===== src/rtl/alu_issue_ctrl.sv =====
// Decodes one RV32 R/I-type ALU instruction, drives registered operands to an external ALU and returns the result.
// Latency: accept -> EXEC -> WB (wb_valid one cycle after EXEC); no new instruction is taken until the writeback handshakes.
module alu_issue_ctrl #(
  parameter int WIDTH = 32,
  parameter int CNT_W = 16
) (
  input  logic             clk,
  input  logic             rst,
  input  logic             instr_valid,
  output logic             instr_ready,
  input  logic [31:0]      instr,
  input  logic [WIDTH-1:0] rs1_data,
  input  logic [WIDTH-1:0] rs2_data,
  output logic [WIDTH-1:0] alu_opA,
  output logic [WIDTH-1:0] alu_opB,
  output logic [3:0]       alu_opcode,
  input  logic [WIDTH-1:0] alu_result,
  input  logic             alu_zero,
  output logic             wb_valid,
  input  logic             wb_ready,
  output logic [4:0]       wb_rd,
  output logic [WIDTH-1:0] wb_data,
  output logic             wb_zero,
  output logic             illegal,
  output logic [CNT_W-1:0] retired
);

  localparam int SH_W = $clog2(WIDTH);

  localparam logic [3:0] OP_ADD = 4'b0000;
  localparam logic [3:0] OP_SUB = 4'b0001;
  localparam logic [3:0] OP_AND = 4'b0010;
  localparam logic [3:0] OP_OR  = 4'b0011;
  localparam logic [3:0] OP_XOR = 4'b0100;
  localparam logic [3:0] OP_SLL = 4'b0101;
  localparam logic [3:0] OP_SRL = 4'b0111;

  localparam logic [6:0] MAJ_R = 7'b0110011;
  localparam logic [6:0] MAJ_I = 7'b0010011;

  typedef enum logic [1:0] {IDLE, EXEC, WB} state_t;

  state_t           state, state_nxt;
  logic             accept;
  logic             dec_legal;
  logic [3:0]       dec_opcode;
  logic [WIDTH-1:0] dec_opb;
  logic [6:0]       f7;
  logic [2:0]       f3;
  logic             is_r;
  logic [WIDTH-1:0] imm_sext;
  logic             unused_rs1_field;

  assign f7               = instr[31:25];
  assign f3               = instr[14:12];
  assign is_r             = (instr[6:0] == MAJ_R);
  assign imm_sext         = {{(WIDTH-12){instr[31]}}, instr[31:20]};
  assign unused_rs1_field = ^instr[19:15];

  always_comb begin
    dec_legal  = 1'b0;
    dec_opcode = OP_ADD;
    dec_opb    = is_r ? rs2_data : imm_sext;
    if (is_r || instr[6:0] == MAJ_I) begin
      case (f3)
        3'b000: begin
          // I-type has no SUB; only R-type looks at funct7 here
          if (!is_r || f7 == 7'b0000000) begin
            dec_legal  = 1'b1;
            dec_opcode = OP_ADD;
          end else if (f7 == 7'b0100000) begin
            dec_legal  = 1'b1;
            dec_opcode = OP_SUB;
          end
        end
        3'b111: begin dec_legal = !is_r || f7 == 7'b0; dec_opcode = OP_AND; end
        3'b110: begin dec_legal = !is_r || f7 == 7'b0; dec_opcode = OP_OR;  end
        3'b100: begin dec_legal = !is_r || f7 == 7'b0; dec_opcode = OP_XOR; end
        3'b001, 3'b101: begin
          dec_legal  = (f7 == 7'b0);
          dec_opcode = (f3 == 3'b001) ? OP_SLL : OP_SRL;
          dec_opb    = is_r ? {{(WIDTH-SH_W){1'b0}}, rs2_data[SH_W-1:0]}
                            : {{(WIDTH-5){1'b0}}, instr[24:20]};
        end
        default: dec_legal = 1'b0;
      endcase
    end
  end

  always_comb begin
    state_nxt   = state;
    instr_ready = (state == IDLE);
    wb_valid    = (state == WB);
    accept      = instr_valid && (state == IDLE);
    case (state)
      IDLE:    if (accept && dec_legal) state_nxt = EXEC;
      EXEC:    state_nxt = WB;
      WB:      if (wb_ready) state_nxt = IDLE;
      default: state_nxt = IDLE;
    endcase
  end

  always_ff @(posedge clk) begin
    if (rst) begin
      state      <= IDLE;
      alu_opA    <= '0;
      alu_opB    <= '0;
      alu_opcode <= '0;
      wb_rd      <= '0;
      wb_data    <= '0;
      wb_zero    <= 1'b0;
      illegal    <= 1'b0;
      retired    <= '0;
    end else begin
      state   <= state_nxt;
      illegal <= accept && !dec_legal;
      if (accept && dec_legal) begin
        alu_opA    <= rs1_data;
        alu_opB    <= dec_opb;
        alu_opcode <= dec_opcode;
        wb_rd      <= instr[11:7];
      end
      if (state == EXEC) begin
        wb_data <= alu_result;
        wb_zero <= alu_zero;
      end
      if (wb_valid && wb_ready) retired <= retired + CNT_W'(1);
    end
  end

endmodule


===== config.mk =====
export PLATFORM = sky130hd
export DESIGN_NAME = alu_issue_ctrl
export DESIGN_NICKNAME = d
export VERILOG_FILES = /design/src/rtl/alu_issue_ctrl.sv
export SDC_FILE = /design/constraint.sdc
export NUM_CORES = 1
export LEC_CHECK = 0
export CAP_MARGIN = 20
export CORE_ASPECT_RATIO = 0.6
export CORE_MARGIN = 2
export CORE_UTILIZATION = 43
export CTS_BUF_LIST = sky130_fd_sc_hd__clkbuf_4 sky130_fd_sc_hd__clkbuf_8
export DETAILED_ROUTE_END_ITERATION = 6
export PLACE_DENSITY_LB_ADDON = 0.15
export SLEW_MARGIN = 20
export SYNTH_ARGS = -nofsm -noshare
export SYNTH_HDL_FRONTEND = slang
export SYNTH_SLANG_ARGS = --single-unit

===== constraint.sdc =====
create_clock -name clk -period 5.35 [get_ports clk]
set_clock_uncertainty 0.05 [all_clocks]
set_input_delay 1.07 -clock clk [delete_from_list [all_inputs] [get_ports clk]]
set_output_delay 1.07 -clock clk [all_outputs]
set_load 0.1 [all_outputs]

==> run metrics <==
Peak Freq 0.295 GHz; crit share post-route 63.4%; Clock Path Buffers 2; Mapped Nets 718; CP cell instances nor2b_1 -> clkdlybuf4s50_1; antenna viol nets, final 0; fin worst setup slack 1.96 ns; initial core utilization 44.6%; via count 4883; Final min period 3.39 ns; synthesized area 0.00476 mm²; critical path arrival 2.27 ns; layout cells sized above 1 5.08%; fin. max-slew vios 0; Buf+Inv Stages, Crit Path 1; number of placed cells counting well taps 934; Skew-Pair Late Insertion Delay 0.42 ns; chip height 85.5 µm; reg2reg setup slack 3.08 ns; Clk pin slew, worst setup/hold paths 0.07 ns; Max-Cap Viols 0; Min-Delay Endpoint alu_opA[12]; largest net degree at the start of global routing 73; vias in the first global route 4816; Static Leak 2.54 nW; slowest cell delay on critical path 1.19 ns; die width 140 µm; CTS tree yes; Least-Margin Pin Slew 1.04 ns; dominant synthesized flop cell dfxtp_1; vias per inst 5.05; Worst Hold Class reg -> reg; YS warnings 0; crit path from state[1]; hold_buf cts 0; Setup CP Type reg -> out; hold path cells 2; Yosys cell types 39; synthesized netlist cell count 584; Overflow after GRT 0; most common cell after layout, fill and taps aside clkdlybuf4s50_1; Root Buffer Master clkbuf_8; ports placed on the boundary 258; Port Buffers 251; global-route wire length before repair 23700 µm; Cell Rows 29; Avg Cell Area, Syn 8.15 µm²; Req. time, crit path 4.23 ns; RSZ-0062 raised after global routing no; Routed WL 15200 µm; sequential area share after synthesis 52.2%; FF-to-FF End alu_opB[28]; ANT cells 0; origin of the critical flop-to-flop path state[1]; TNS Setup 0 ns; most frequent cells in the layout 250 x clkdlybuf4s50_1, 158 x nand2_1, 124 x dfxtp_1, 79 x a21oi_1, 49 x nor2_1; EDFF count, synth 0; Max rail drop VDD 154 µV; relative slew slack 30.6%; # clock sinks 124; GRT Util Overall 24.9%; Area Overhead vs Synth 62.4%; CP delay by family, top buffers and inverters; Synth Register Bits 124; die area 0.0120 mm²; CTS Buf Count 17; DRC 0; final hold violations 0; post-CTS setup buffer count 0; CP max-delay cell clkdlybuf4s50_1; First-pass DRT Iterations 5; CTS H-tree lvls 4; min-delay src alu_opA[12]; pwr/cell area 248 mW/mm²; Setup crit start kind flop; Final nets 949; core box area 0.0107 mm²; CP Capture Type output pin; final setup fails 0; fin cells 966; ys async rst share 0%; reg2reg path depth 6; detailed placement HPWL 10900 µm; setup slack after placement 1.46 ns; Crit Path Max Fanout 6; antenna violations before repair 0; Initial DRC Count 168; post-CTS sizing 0; GP Congestion 0.837; status complete, no violations; WL per Instance 15.8 µm
-- worst max-delay path by stage --
stage                     cells past startpoint             to
after global placement                        6  alu_opcode[2]
after CTS                                     6  alu_opcode[2]
after floorplan                               7    alu_opB[10]
final                                         2       wb_valid
after detailed placement                      6  alu_opcode[2]
after global routing                          2       wb_valid
-- Yosys cell counts (2+ instances only) --
master | instances | share of area [%]
nor3b_1 | 2 | 0.32
a311oi_1 | 6 | 1.1
o21ai_0 | 3 | 0.32
nand2b_1 | 4 | 0.53
a211oi_1 | 21 | 3.3
or3_1 | 5 | 0.66
buf_1 | 3 | 0.24
and3_1 | 2 | 0.26
a21oi_1 | 79 | 8.3
xor2_1 | 6 | 1.1
xnor2_1 | 6 | 1.1
clkbuf_1 | 30 | 2.4
inv_1 | 3 | 0.24
dfxtp_1 | 124 | 52
buf_2 | 6 | 0.63
nand2_1 | 158 | 12
a221oi_1 | 5 | 0.92
nor2_1 | 49 | 3.9
nor3_1 | 33 | 3.5
and2_1 | 2 | 0.26
nand4_1 | 4 | 0.53
nor2b_1 | 5 | 0.66
nand3_1 | 8 | 0.84
buf_4 | 5 | 0.79
-- metrics by stage --
step                      total power [mW]  hold slack [ns]  util [%]  instance area (µm²)
final                                 1.92            0.403      72.4                 7730
after global routing                  2.00            0.417      72.4                 7730
after CTS                             1.94            0.403      72.2                 7700
after detailed placement              1.11            0.396      68.4                 7300
after global placement                1.10            0.388      68.4                 7300
after floorplan                      0.999            0.609         -                 4760
-- layer usage --
layer | part of all wire [%] | track usage, % | vias up
li1 | - | - | 2440
met1 | 39 | 27.4 | 2232
met2 | 50 | 44.2 | 188
met3 | 9.3 | 9.20 | 23
met4 | 2.1 | 9.82 | 0
met5 | 0 | 0 | -
-- registers in the layout, indices dropped and copies added (netlist names) --
signal	count
wb_rd	5
wb_data	32
retired	16
alu_opA	32
illegal	1
alu_opcode	3
state	2
alu_opB	32
wb_zero	1
-- worst reg2reg max path: stages (launching register included) --
cell and delay [ns]:
dfxtp_1 0.36, nor2_1 0.18, nand2_1 0.16, a2111o_2 0.74
buf_16 0.30, a211oi_1 0.27, nor3_1 0.07
-- logic make-up (layout without fill, tap and decap cells) --
group	Yosys count	count (layout)	share of synthesized area [%]
XOR/XNOR	12	12	2.21
AO/OA/AOI/OAI	121	121	15.8
adder cells (fa/ha/maj)	1	1	0.263
flip-flops	124	124	52.2
buffers and inverters	47	290	4.26
other	1	1	0.0788
AND/OR/NAND/NOR	278	278	25.2
-- power breakdown --
part | leakage (nW) | switching [mW] | internal (mW)
combinational | 1.33 | 0.0671 | 0.0919
clock | 0.205 | 0.361 | 0.473
sequential | 0.999 | 0.00129 | 0.925
total | 2.54 | 0.429 | 1.49
-- layout make-up --
class | instances | area, µm²
timing repair buffer | 256 | 2580
tap | 139 | 174
inverter | 3 | 11.3
clock inverter | 12 | 148
multi-input combinational | 413 | 2080
sequential | 124 | 2480
clock buffer | 19 | 255
fill | 813 | 2940
Note: power is estimated with default switching activity, not from simulation.
